$ cat src/rtl/uart_cmd_wrapper.sv
// 8N1 UART command front end: assembles two received bytes into a 16-bit command
// and shifts a one-byte response back out, receiver and transmitter fully independent.
module uart_cmd_wrapper #(
  parameter int unsigned BAUD_DIV = 5208
) (
  input  logic        clk,
  input  logic        rst_n,
  input  logic        RX,
  output logic        TX,
  output logic [15:0] cmd,
  output logic        cmd_rdy,
  input  logic        clr_cmd_rdy,
  input  logic [7:0]  resp,
  input  logic        send_resp,
  output logic        resp_sent
);

  localparam int unsigned CW = 16;
  localparam int unsigned BW = 4;
  localparam logic [CW-1:0] BAUD_FULL = CW'(BAUD_DIV);
  localparam logic [CW-1:0] BAUD_HALF = CW'(BAUD_DIV / 2);
  localparam logic [CW-1:0] BAUD_LAST = CW'(BAUD_DIV - 1);

  typedef enum logic { RX_IDLE, RX_RECV } rx_state_e;
  typedef enum logic { ASM_HIGH, ASM_LOW } asm_state_e;
  typedef enum logic { TX_IDLE, TX_XMIT } tx_state_e;

  logic rx_sync1_q, rx_sync2_q;
  rx_state_e rx_state_q, rx_state_d;
  logic [CW-1:0] rx_baud_q, rx_baud_d;
  logic [BW-1:0] rx_bit_q, rx_bit_d;
  logic [7:0] rx_shift_q, rx_shift_d;
  logic byte_vld_c, frame_err_c;

  asm_state_e asm_q, asm_d;
  logic [7:0] high_q, high_d;
  logic [15:0] cmd_q, cmd_d;
  logic rdy_q, rdy_d;

  tx_state_e tx_state_q, tx_state_d;
  logic [CW-1:0] tx_baud_q, tx_baud_d;
  logic [BW-1:0] tx_bit_q, tx_bit_d;
  logic [9:0] tx_shift_q, tx_shift_d;
  logic tx_q, tx_d;
  logic sent_q, sent_d;

  // RX enters through a two-flop synchronizer that idles high
  always_ff @(posedge clk or negedge rst_n) begin
    if (!rst_n) begin
      rx_sync1_q <= 1'b1;
      rx_sync2_q <= 1'b1;
    end else begin
      rx_sync1_q <= RX;
      rx_sync2_q <= rx_sync1_q;
    end
  end

  // Receiver: half-bit delay to the start-bit centre, then one sample per bit
  always_comb begin
    rx_state_d  = rx_state_q;
    rx_baud_d   = rx_baud_q;
    rx_bit_d    = rx_bit_q;
    rx_shift_d  = rx_shift_q;
    byte_vld_c  = 1'b0;
    frame_err_c = 1'b0;
    case (rx_state_q)
      RX_IDLE: begin
        if (!rx_sync2_q) begin
          rx_state_d = RX_RECV;
          rx_baud_d  = BAUD_HALF;
          rx_bit_d   = '0;
        end
      end
      RX_RECV: begin
        if (rx_baud_q == CW'(1)) begin
          rx_baud_d = BAUD_FULL;
          rx_bit_d  = rx_bit_q + BW'(1);
          if (rx_bit_q == BW'(0)) begin
            if (rx_sync2_q) rx_state_d = RX_IDLE;
          end else if (rx_bit_q == BW'(9)) begin
            rx_state_d  = RX_IDLE;
            byte_vld_c  = rx_sync2_q;
            frame_err_c = !rx_sync2_q;
          end else begin
            rx_shift_d = {rx_sync2_q, rx_shift_q[7:1]};
          end
        end else begin
          rx_baud_d = rx_baud_q - CW'(1);
        end
      end
      default: rx_state_d = RX_IDLE;
    endcase
  end

  // Byte pairing; a new cmd load takes priority over a same-cycle clear
  always_comb begin
    asm_d  = asm_q;
    high_d = high_q;
    cmd_d  = cmd_q;
    rdy_d  = rdy_q;
    if (clr_cmd_rdy) rdy_d = 1'b0;
    if (frame_err_c) begin
      asm_d = ASM_HIGH;
    end else if (byte_vld_c) begin
      if (asm_q == ASM_HIGH) begin
        high_d = rx_shift_q;
        rdy_d  = 1'b0;
        asm_d  = ASM_LOW;
      end else begin
        cmd_d = {high_q, rx_shift_q};
        rdy_d = 1'b1;
        asm_d = ASM_HIGH;
      end
    end
  end

  // Transmitter: tx_q already holds the bit being driven, so shift_q[1] is next
  always_comb begin
    tx_state_d = tx_state_q;
    tx_baud_d  = tx_baud_q;
    tx_bit_d   = tx_bit_q;
    tx_shift_d = tx_shift_q;
    tx_d       = tx_q;
    sent_d     = sent_q;
    case (tx_state_q)
      TX_IDLE: begin
        tx_d = 1'b1;
        if (send_resp) begin
          tx_shift_d = {1'b1, resp, 1'b0};
          tx_d       = 1'b0;
          tx_baud_d  = BAUD_LAST;
          tx_bit_d   = '0;
          sent_d     = 1'b0;
          tx_state_d = TX_XMIT;
        end
      end
      TX_XMIT: begin
        if (tx_baud_q == '0) begin
          if (tx_bit_q == BW'(9)) begin
            tx_d       = 1'b1;
            sent_d     = 1'b1;
            tx_state_d = TX_IDLE;
          end else begin
            tx_shift_d = {1'b1, tx_shift_q[9:1]};
            tx_d       = tx_shift_q[1];
            tx_bit_d   = tx_bit_q + BW'(1);
            tx_baud_d  = BAUD_LAST;
          end
        end else begin
          tx_baud_d = tx_baud_q - CW'(1);
        end
      end
      default: tx_state_d = TX_IDLE;
    endcase
  end

  always_ff @(posedge clk or negedge rst_n) begin
    if (!rst_n) begin
      rx_state_q <= RX_IDLE;
      rx_baud_q  <= '0;
      rx_bit_q   <= '0;
      rx_shift_q <= '0;
      asm_q      <= ASM_HIGH;
      high_q     <= '0;
      cmd_q      <= '0;
      rdy_q      <= 1'b0;
      tx_state_q <= TX_IDLE;
      tx_baud_q  <= '0;
      tx_bit_q   <= '0;
      tx_shift_q <= '1;
      tx_q       <= 1'b1;
      sent_q     <= 1'b0;
    end else begin
      rx_state_q <= rx_state_d;
      rx_baud_q  <= rx_baud_d;
      rx_bit_q   <= rx_bit_d;
      rx_shift_q <= rx_shift_d;
      asm_q      <= asm_d;
      high_q     <= high_d;
      cmd_q      <= cmd_d;
      rdy_q      <= rdy_d;
      tx_state_q <= tx_state_d;
      tx_baud_q  <= tx_baud_d;
      tx_bit_q   <= tx_bit_d;
      tx_shift_q <= tx_shift_d;
      tx_q       <= tx_d;
      sent_q     <= sent_d;
    end
  end

  assign TX        = tx_q;
  assign cmd       = cmd_q;
  assign cmd_rdy   = rdy_q;
  assign resp_sent = sent_q;

endmodule

$ cat config.mk
export PLATFORM = sky130hd
export DESIGN_NAME = uart_cmd_wrapper
export DESIGN_NICKNAME = d
export VERILOG_FILES = /design/src/rtl/uart_cmd_wrapper.sv
export SDC_FILE = /design/constraint.sdc
export NUM_CORES = 1
export LEC_CHECK = 0
export ABC_AREA = 1
export BUFFER_PORTS_ARGS = -buffer_cell sky130_fd_sc_hd__buf_2
export CORE_AREA = 2 2 115 89
export CTS_CLUSTER_DIAMETER = 30
export DETAILED_ROUTE_END_ITERATION = 7
export DIE_AREA = 0 0 117 91
export PLACE_DENSITY_LB_ADDON = 0.15
export RECOVER_POWER = 25
export SLEW_MARGIN = 20
export SYNTH_ARGS = -nofsm -noshare
export SYNTH_HDL_FRONTEND = slang
export SYNTH_SLANG_ARGS = --single-unit
$ cat constraint.sdc
create_clock -name clk -period 2 [get_ports clk]
set_clock_uncertainty 0.1 [all_clocks]
set_input_delay 0.2 -clock clk [delete_from_list [all_inputs] [get_ports clk]]
set_output_delay 0.2 -clock clk [all_outputs]
set_load 0.02 [all_outputs]
# Word-level counts from Yosys, hierarchy flattened
# Index checks and enable logic that the tools add are counted.
# op_classes
reduce_logical,11
eq_ne,10
n_mux,50
add_sub_neg,4
bitwise,6
# ops
op,n
16-bit 2-to-1 mux,5
16-bit case mux with 2 select lines,2
16-bit by 1-bit subtractor with 16-bit output (second input constant),2
10-bit 2-to-1 mux,3
1-bit 2-to-1 mux,28
4-bit 2-to-1 mux,5
10-bit case mux with 2 select lines,1
16-bit by 1-bit equality test with 1-bit output (second input constant),1
16-bit zero test,1
4-bit case mux with 2 select lines,2
3-bit AND reduction,4
4-bit by 1-bit adder with 4-bit output (second input constant),2
4-bit equality test (second input constant),2
1-bit case mux with 2 select lines,4
2-bit by 1-bit != test with 1-bit output (second input constant),3
2-bit != test (second input constant),3
1-bit inverter,6
4-bit zero test,1
2-bit AND reduction,2
4-bit AND reduction,1
3-bit != test (second input constant),1
2-bit nonzero test,1
1-bit zero test,1
# word_totals
in_bits,13
regBits,90
word_cells,97
output_inout_bits,19

# Logic depth before layout (Yosys ltp)
# Gate-level depths: netlist of the first run.
# logic_depth
word_depth,7
mapped_depth,11

# Worst setup path after synthesis of the first run
# No wires, ideal clock.
# synth_timing
kind,register -> register
start,reg tx_baud_q[0]
end,reg tx_bit_q[2]
path_stages_with_launch,11
setup_ns,0.117
t_arrival_ns,1.515
path_buffers,1
path_slack_ns,0.268
cell_sequence,dfrtp_1 -> inv_1 -> ha_1 -> nand2_1 -> nor2_1 -> nand2_1 -> nand2_2 -> nand3_2 -> buf_2 -> nand2_1 -> nand2_1
# synth_between
elab_chain_cells,3
# synth_rtl
item,line,text
from (decl),41,"logic [CW-1:0] tx_baud_q, tx_baud_d;"
from (signal assigned),183,tx_baud_q <= tx_baud_d;
16-bit zero test,138,if (tx_baud_q == '0) begin
2-bit by 1-bit != test with 1-bit output (no line),-,
3-bit AND reduction (no line),-,
to (signal assigned),184,tx_bit_q <= tx_bit_d;
to (decl),42,"logic [BW-1:0] tx_bit_q, tx_bit_d;"
# Every way passes these cells.
# A chain may end at the register's enable or synchronous reset.

# Worst setup path after layout of the first run
# layout_timing
start,reg rx_baud_q[1]
end,reg rx_bit_q[2]
# layout_between
elab_chain_cells,3
# layout_rtl
item,line,text
from (decl),30,"logic [CW-1:0] rx_baud_q, rx_baud_d;"
from (signal assigned),175,rx_baud_q <= rx_baud_d;
16-bit by 1-bit equality test with 1-bit output,75,if (rx_baud_q == CW'(1)) begin
2-bit by 1-bit != test with 1-bit output (no line),-,
2-bit AND reduction (no line),-,
to (signal assigned),176,rx_bit_q <= rx_bit_d;
to (decl),31,"logic [BW-1:0] rx_bit_q, rx_bit_d;"
# Every way passes these cells.

==> results of run 1 <==
==> critical path, delay by kind of cell (launching register included) <==
kind,cells,cell delay [ns]
fa+ha+maj,1,0.17
buf+inv,3,0.23
flops,1,0.38
simple gates,7,0.84
==> cells in the final DEF, fill, tap and decap left out, types with 3 or more instances in the layout <==
master,Yosys,routed
ha_1,8,8
buf_4,3,14
or2_2,3,3
nand3_1,34,33
clkbuf_16,0,9
nand2_2,2,3
dfstp_2,11,11
xor2_1,7,7
nor2_2,7,6
nand2_1,222,220
inv_1,59,59
nand3b_1,3,3
nor2_1,57,57
o22ai_1,3,3
a21oi_1,4,4
nand4_1,47,47
o21ai_0,32,32
xnor2_1,3,3
dfrtp_1,77,77
nand3_2,2,3
buf_2,5,30
==> per-layer routing <==
layer	vias to the layer above	part of all wire	wire length, µm	GRT usage
met4	0	0.018	192	0.06176
li1	2042	-	-	-
met5	-	0	0	0
met1	1861	0.50	5207	0.3160
met3	17	0.051	527	0.05607
met2	88	0.43	4482	0.3088
==> state kept, by name, indices dropped and copies added, names as in the netlist <==
name        cells
cmd            16
tx_bit_q        4
tx_shift_q      8
rx_state_q      1
asm_q           1
tx_baud_q      16
rx_shift_q      8
resp_sent       1
rx_baud_q      16
rx_sync1_q      1
tx_state_q      1
cmd_rdy         1
rx_bit_q        4
rx_sync2_q      1
high_q          8
TX              1
==> logic make-up after synthesis <==
family,synth area share
adder cells (fa/ha/maj),0.02164
AND/OR/NAND/NOR,0.3614
XOR/XNOR,0.01894
flip-flops,0.4790
AO/OA/AOI/OAI,0.04788
buffers and inverters,0.07114
==> metrics by stage <==
step / cell area (µm²) / util / worst slack, ns
after floorplan: 4626 / - / 0.2678
after global placement: 4994 / 0.5255 / 0.2185
after detailed placement: 4994 / 0.5255 / 0.1554
after CTS: 5320 / 0.5598 / 0.1308
after global routing: 5338 / 0.5617 / 0.003726
final: 5338 / 0.5617 / 0.1545
==> worst max-delay path by stage <==
| stage | to | slack [ns] | depth (start not counted) |
|---|---|---|---|
| 2_1_floorplan | tx_bit_q[2] | 0.27 | 10 |
| 3_3_place_gp | cmd[3] | 0.22 | 9 |
| 3_5_place_dp | cmd[5] | 0.16 | 9 |
| 4_1_cts | rx_shift_q[4] | 0.13 | 7 |
| 5_1_grt | cmd[3] | 0.004 | 9 |
| 6_report | rx_bit_q[2] | 0.15 | 11 |
==> area by class of cell <==
type                       count  area, µm²
sequential                    88       2216
timing repair buffer          49      320.3
tap                          132      165.2
multi-input combinational    440       2101
fill                         878       4165
inverter                      61      229.0
clock buffer                  11      242.7
clock inverter                 5      63.81
==> repair_timing <==
item | in CTS | in global routing
setup endpoints to repair | 0 | 40
hold buffers | 2 | 0
resized for setup | 0 | 5
endpoints found under the hold margin | 32 | 0
setup buffers | 0 | 0
==> where the power goes <==
part           internal, µW  total (µW)  switching, µW  leakage (µW)
logic                   239         628            389       0.00151
clock network          1020        1740            722      0.000152
registers              1970        2150            183       0.00110
==> qor.csv, run 1 <==
metric,value,unit
status,"finished, final reports clean",
max_freq,0.5419,GHz
grt_pass1_vias,3801,
synthTopCellsByCount,"nand2_1 (222), dfrtp_1 (77), inv_1 (59)",
final_antenna_net_count,0,
hp-class,primary input to flop,
ys_warn_count,0,
gr-total-overflow,0,
ff2ff_setup_slack,0.15,ns
drc,0,
holdWs,0.009343,ns
max_cap_viol_count,0,
slew_violations,0,
num_io_pins,32,
routed_wl,10410,µm
r2r_end,rx_bit_q[2],
numCtsBuffers,9,
yosysTopAreaCell,dfrtp_1,
worstPathMaxFanout,6,
critPathCaptureType,flop,
grt_start_max_net_pins,37,
synth_edf_count,0,
async_flop_share,1.000,
hold_path_end,cmd_rdy,
reg2reg_from,rx_baud_q[1],
synth_nets,630,
design.die.area,0.01065,mm²
layout.cells.non_filler,786,
worstRegToRegCells,11,
hold_start,clr_cmd_rdy,
hold_viol,0,
vias_per_cell,5.099,
synth.ff_latch_count,88,
p_total,4515,µW
floorplan.initialDensity,0.4868,
synth.area.top_cells,"dfrtp_1 (42%), nand2_1 (18%), nand4_1 (6.4%)",
ys_types,30,
tns,0,ns
cellLeakagePower,0.002762,µW
die_x,117,µm
dp_cells,768,
final_nets,670,
syn_avg_cell_area,7.596,µm²
hpwl,7220,µm
critPathArrivalTime,1.98,ns
grt.total_usage,0.2138,
p_per_area,845.9,mW/mm²
slowest_delay,0.38,ns
clk_path_buf_depth,2,
critical_path.slowest_cell,dfrtp_1,
critPathMostFrequentCell,nand2_1,
worstMarginPinSlew,0.9398,ns
post_drt_wl_per_cell,13.24,µm
drt_first_pass_iters,4,
setup.worst_path.class,flop to flop,
worstSetupStartpoint,rx_baud_q[1],
cts_max_level,3,
insertion_delay,0.34,ns
dieHeight,91,µm
placement.io_buffers,31,
cts_tree,done,
cp_data_required_time,2.13,ns
synth_ff_type,dfrtp_1,
antenna_found_initial,0,
row_count,31,
clk_pin_slew,0.06,ns
crit_chain,"inv_1, ha_1, inv_1, nor2_1, nand2_1, nor2_1, nand3_1, nand2_1, inv_1, nand2_1, nand2_1",
synth_most_common_cell,nand2_1,
areaGrowthSynthToFinish,15.39,%
vias,4008,
cts.sinks,88,
hold_depth,4,
period_share,0.9228,
startpoint_type,flop,
slew_headroom,0.3735,
setup_violations,0,
synth_top_area_share,0.4166,
syn_inst,609,
n_antenna_cell,0,
coreArea,0.009503,mm²
irDropWorstVdd,0.4174,mV
post-route-min-period,1.846,ns
cts_root_buf,clkbuf_16,
drt_first_iter_violations,264,
routabilityCongestion,0.8864,
rsz0062_at_grt,no,
drive_gt1_frac,0.1422,
grt_first_pass_wirelength,18140,µm
ys_seq_area_frac,0.4790,
syn_area,0.004626,mm²
(Power assumes the default switching activity.)
==> run 2, diff against run 1 <==
--- a/config.mk
+++ b/config.mk
@@ -8,6 +8,7 @@
 export ABC_AREA = 1
 export BUFFER_PORTS_ARGS = -buffer_cell sky130_fd_sc_hd__buf_2
 export CORE_AREA = 2 2 115 89
+export CTS_BUF_LIST = sky130_fd_sc_hd__clkbuf_16
 export CTS_CLUSTER_DIAMETER = 30
 export DETAILED_ROUTE_END_ITERATION = 7
 export DIE_AREA = 0 0 117 91
==> constraint.sdc (replaced) <==
create_clock -name clk -period 2 [get_ports clk]
set_clock_uncertainty 0.1 [all_clocks]
set_input_delay 0.3 -clock clk [delete_from_list [all_inputs] [get_ports clk]]
set_output_delay 0.3 -clock clk [all_outputs]
set_load 0.02 [all_outputs]
==> run 2 against run 1 <==
Net effect:
- sequential share of layout area is 0.50 points higher
- first-iteration DRC count is 39% lower
- largest cell class unchanged
- fmax is 3.0% higher
- via count is 0.35% lower
- total power is 4.9% lower
- final cell count is 0.13% higher
- core utilization is 0.67 points lower
- count of clock-buffer cells in the layout is 2 lower
==> qor.csv, run 2 (synthesized netlist as in run 1, its figures left out) <==
metric,value,unit,change
status,"finished, final reports clean",,unchanged
max_freq,0.5580,GHz,was 0.5419 GHz
placement.io_buffers,31,,unchanged
setup_violations,0,,unchanged
intPower,3032,µW,was 3221 µW
cp.depth,8,,was 11
clk_path_buf_depth,2,,unchanged
drc,0,,unchanged
hp-class,primary input to flop,,unchanged
n_antenna_cell,0,,unchanged
row_count,31,,unchanged
coreArea,0.009503,mm²,unchanged
antenna_found_initial,0,,unchanged
cp_num_buf_inv,0,,was 3
final_antenna_net_count,0,,unchanged
final_nets,671,,was 670
final_cell_mix,"nand2_1 (221), dfrtp_1 (77), inv_1 (61)",,"was nand2_1 (220), dfrtp_1 (77), inv_1 (59)"
cellLeakagePower,0.002726,µW,was 0.002762 µW
place_ws,0.1849,ns,was 0.1554 ns
pwr-share-clk,0.358,,was 0.385
layout.cells.non_filler,787,,was 786
vias,3994,,was 4008
clk_pin_slew,0.07,ns,was 0.06 ns
max_cap_viol_count,0,,unchanged
die_x,117,µm,unchanged
num_io_pins,32,,unchanged
grt_pass1_vias,3853,,was 3801
worstMarginPinSlew,0.6576,ns,was 0.9398 ns
crit_chain,"nor2_2, nand2_1, nor2_2, nand2_2, nor2_8, nand3_4, nand2_1, nand2_1",,"was inv_1, ha_1, inv_1, nor2_1, nand2_1, nor2_1, nand3_1, nand2_1, inv_1, nand2_1, nand2_1"
startpoint_type,flop,,unchanged
hpwl,7260,µm,was 7220 µm
tns,0,ns,unchanged
irDropWorstVdd,0.4801,mV,was 0.4174 mV
holdWs,0.09735,ns,was 0.009343 ns
grt_first_pass_wirelength,18260,µm,was 18140 µm
drt_first_pass_iters,5,,was 4
combPwrFrac,0.142,,was 0.139
worstPathMaxFanout,17,,was 6
cp_top_family,simple AND/OR/NAND/NOR gates,,unchanged
grt.total_usage,0.2173,,was 0.2138
seq_power_share,0.500,,was 0.476
cts_root_buf,clkbuf_16,,unchanged
rsz0062_at_grt,no,,unchanged
ff2ff_setup_slack,0.21,ns,was 0.15 ns
drive_gt1_frac,0.1374,,was 0.1422
slowest_delay,0.43,ns,was 0.38 ns
dp_cells,769,,was 768
drt_first_iter_violations,160,,was 264
cts_tree,done,,unchanged
hold_viol,0,,unchanged
hold_depth,4,,unchanged
floorplan.initialDensity,0.4868,,unchanged
setup.worst_path.class,flop to flop,,unchanged
routabilityCongestion,0.9206,,was 0.8864
areaGrowthSynthToFinish,14.01,%,was 15.39%
setup_slack,0.2080,ns,was 0.1545 ns
critical_path.slowest_cell,dfrtp_1,,unchanged
numCtsBuffers,9,,unchanged
insertion_delay,0.35,ns,was 0.34 ns
design.die.area,0.01065,mm²,unchanged
cp_data_required_time,2.13,ns,about the same
fin_area,0.005274,mm²,was 0.005338 mm²
p_per_area,813.9,mW/mm²,was 845.9 mW/mm²
slew_violations,0,,unchanged
cts_max_level,3,,unchanged
slew_headroom,0.5616,,was 0.3735
critPathArrivalTime,1.92,ns,was 1.98 ns
switching_share,0.2937,,was 0.2867
vias_per_cell,5.075,,was 5.099
critPathMostFrequentCell,nand2_1,,unchanged
post_drt_wl_per_cell,13.09,µm,was 13.24 µm
grt_start_max_net_pins,48,,was 37
postPlaceCellArea,0.004989,mm²,was 0.004994 mm²
dieHeight,91,µm,unchanged
routed_wl,10300,µm,was 10410 µm
period_share,0.8960,,was 0.9228
final_common_cell,nand2_1,,unchanged
critPathCaptureType,flop,,unchanged
worstRegToRegCells,8,,was 11
switchingPower,1261,µW,was 1295 µW
post-route-min-period,1.792,ns,was 1.846 ns
cts.sinks,88,,unchanged
gr-total-overflow,0,,unchanged
==> run 2: cell types whose count changed in the layout (fill, tap and decap cells not counted), moves of 2 or more <==
cell      previous run  this run
buf_12               2         0
buf_4               14        17
clkinv_1             1         3
inv_1               59        61
==> run 2: cell type report <==
type,instances,area [µm²]
tap,132,165.2
clock buffer,9,225.2
clock inverter,7,40.04
sequential,88,2216
multi-input combinational,440,2093
timing repair buffer,50,305.3
inverter,61,229.0
fill,911,4229
==> run 2: routing by layer <==
layer,global-route usage,up-vias,wire length [µm]
met5,0,-,0
met1,0.3229,1877,5176
met2,0.3189,67,4602
li1,-,2040,-
met4,0.06275,0,121
met3,0.04806,10,399
==> run 2: through the flow <==
| stage | power, µW | util |
|---|---|---|
| floorplan | 2587 | - |
| global placement | 2766 | 0.5250 |
| detailed placement | 2786 | 0.5250 |
| CTS | 4344 | 0.5550 |
| global route | 4571 | 0.5550 |
| finish | 4292 | 0.5550 |
==> run 2: worst paths after layout <==
path,to,from
min reg2reg,rx_sync2_q,rx_sync1_q
min,cmd_rdy,clr_cmd_rdy
min in group asynchronous,rx_baud_q[12],rst_n
max in group asynchronous,tx_baud_q[4],rst_n
max,cmd[13],rx_baud_q[11]
max reg2reg,cmd[13],rx_baud_q[11]
==> run 2: power groups by stage <==
stage | Sequential [µW] | Combinational (µW) | Clock (µW)
4_1_cts | 2140 | 617 | 1580
5_1_grt | 2180 | 730 | 1660
3_3_place_gp | 2170 | 596 | 0
6_report | 2150 | 609 | 1540
3_5_place_dp | 2170 | 612 | 0
2_1_floorplan | 2130 | 453 | 0
==> run 2: what timing repair did <==
action                                  CTS  global route
setup buffers                             0             0
hold buffers                              2             0
gates resized for setup                   0             3
endpoints found under the setup margin    0             5
endpoints found under the hold margin    19             0
==> run 2: tightest hold or removal path, delay by kind of cell <==
family,cells,cell delay (ns)
buf+inv,2,0.10
simple gates,2,0.10
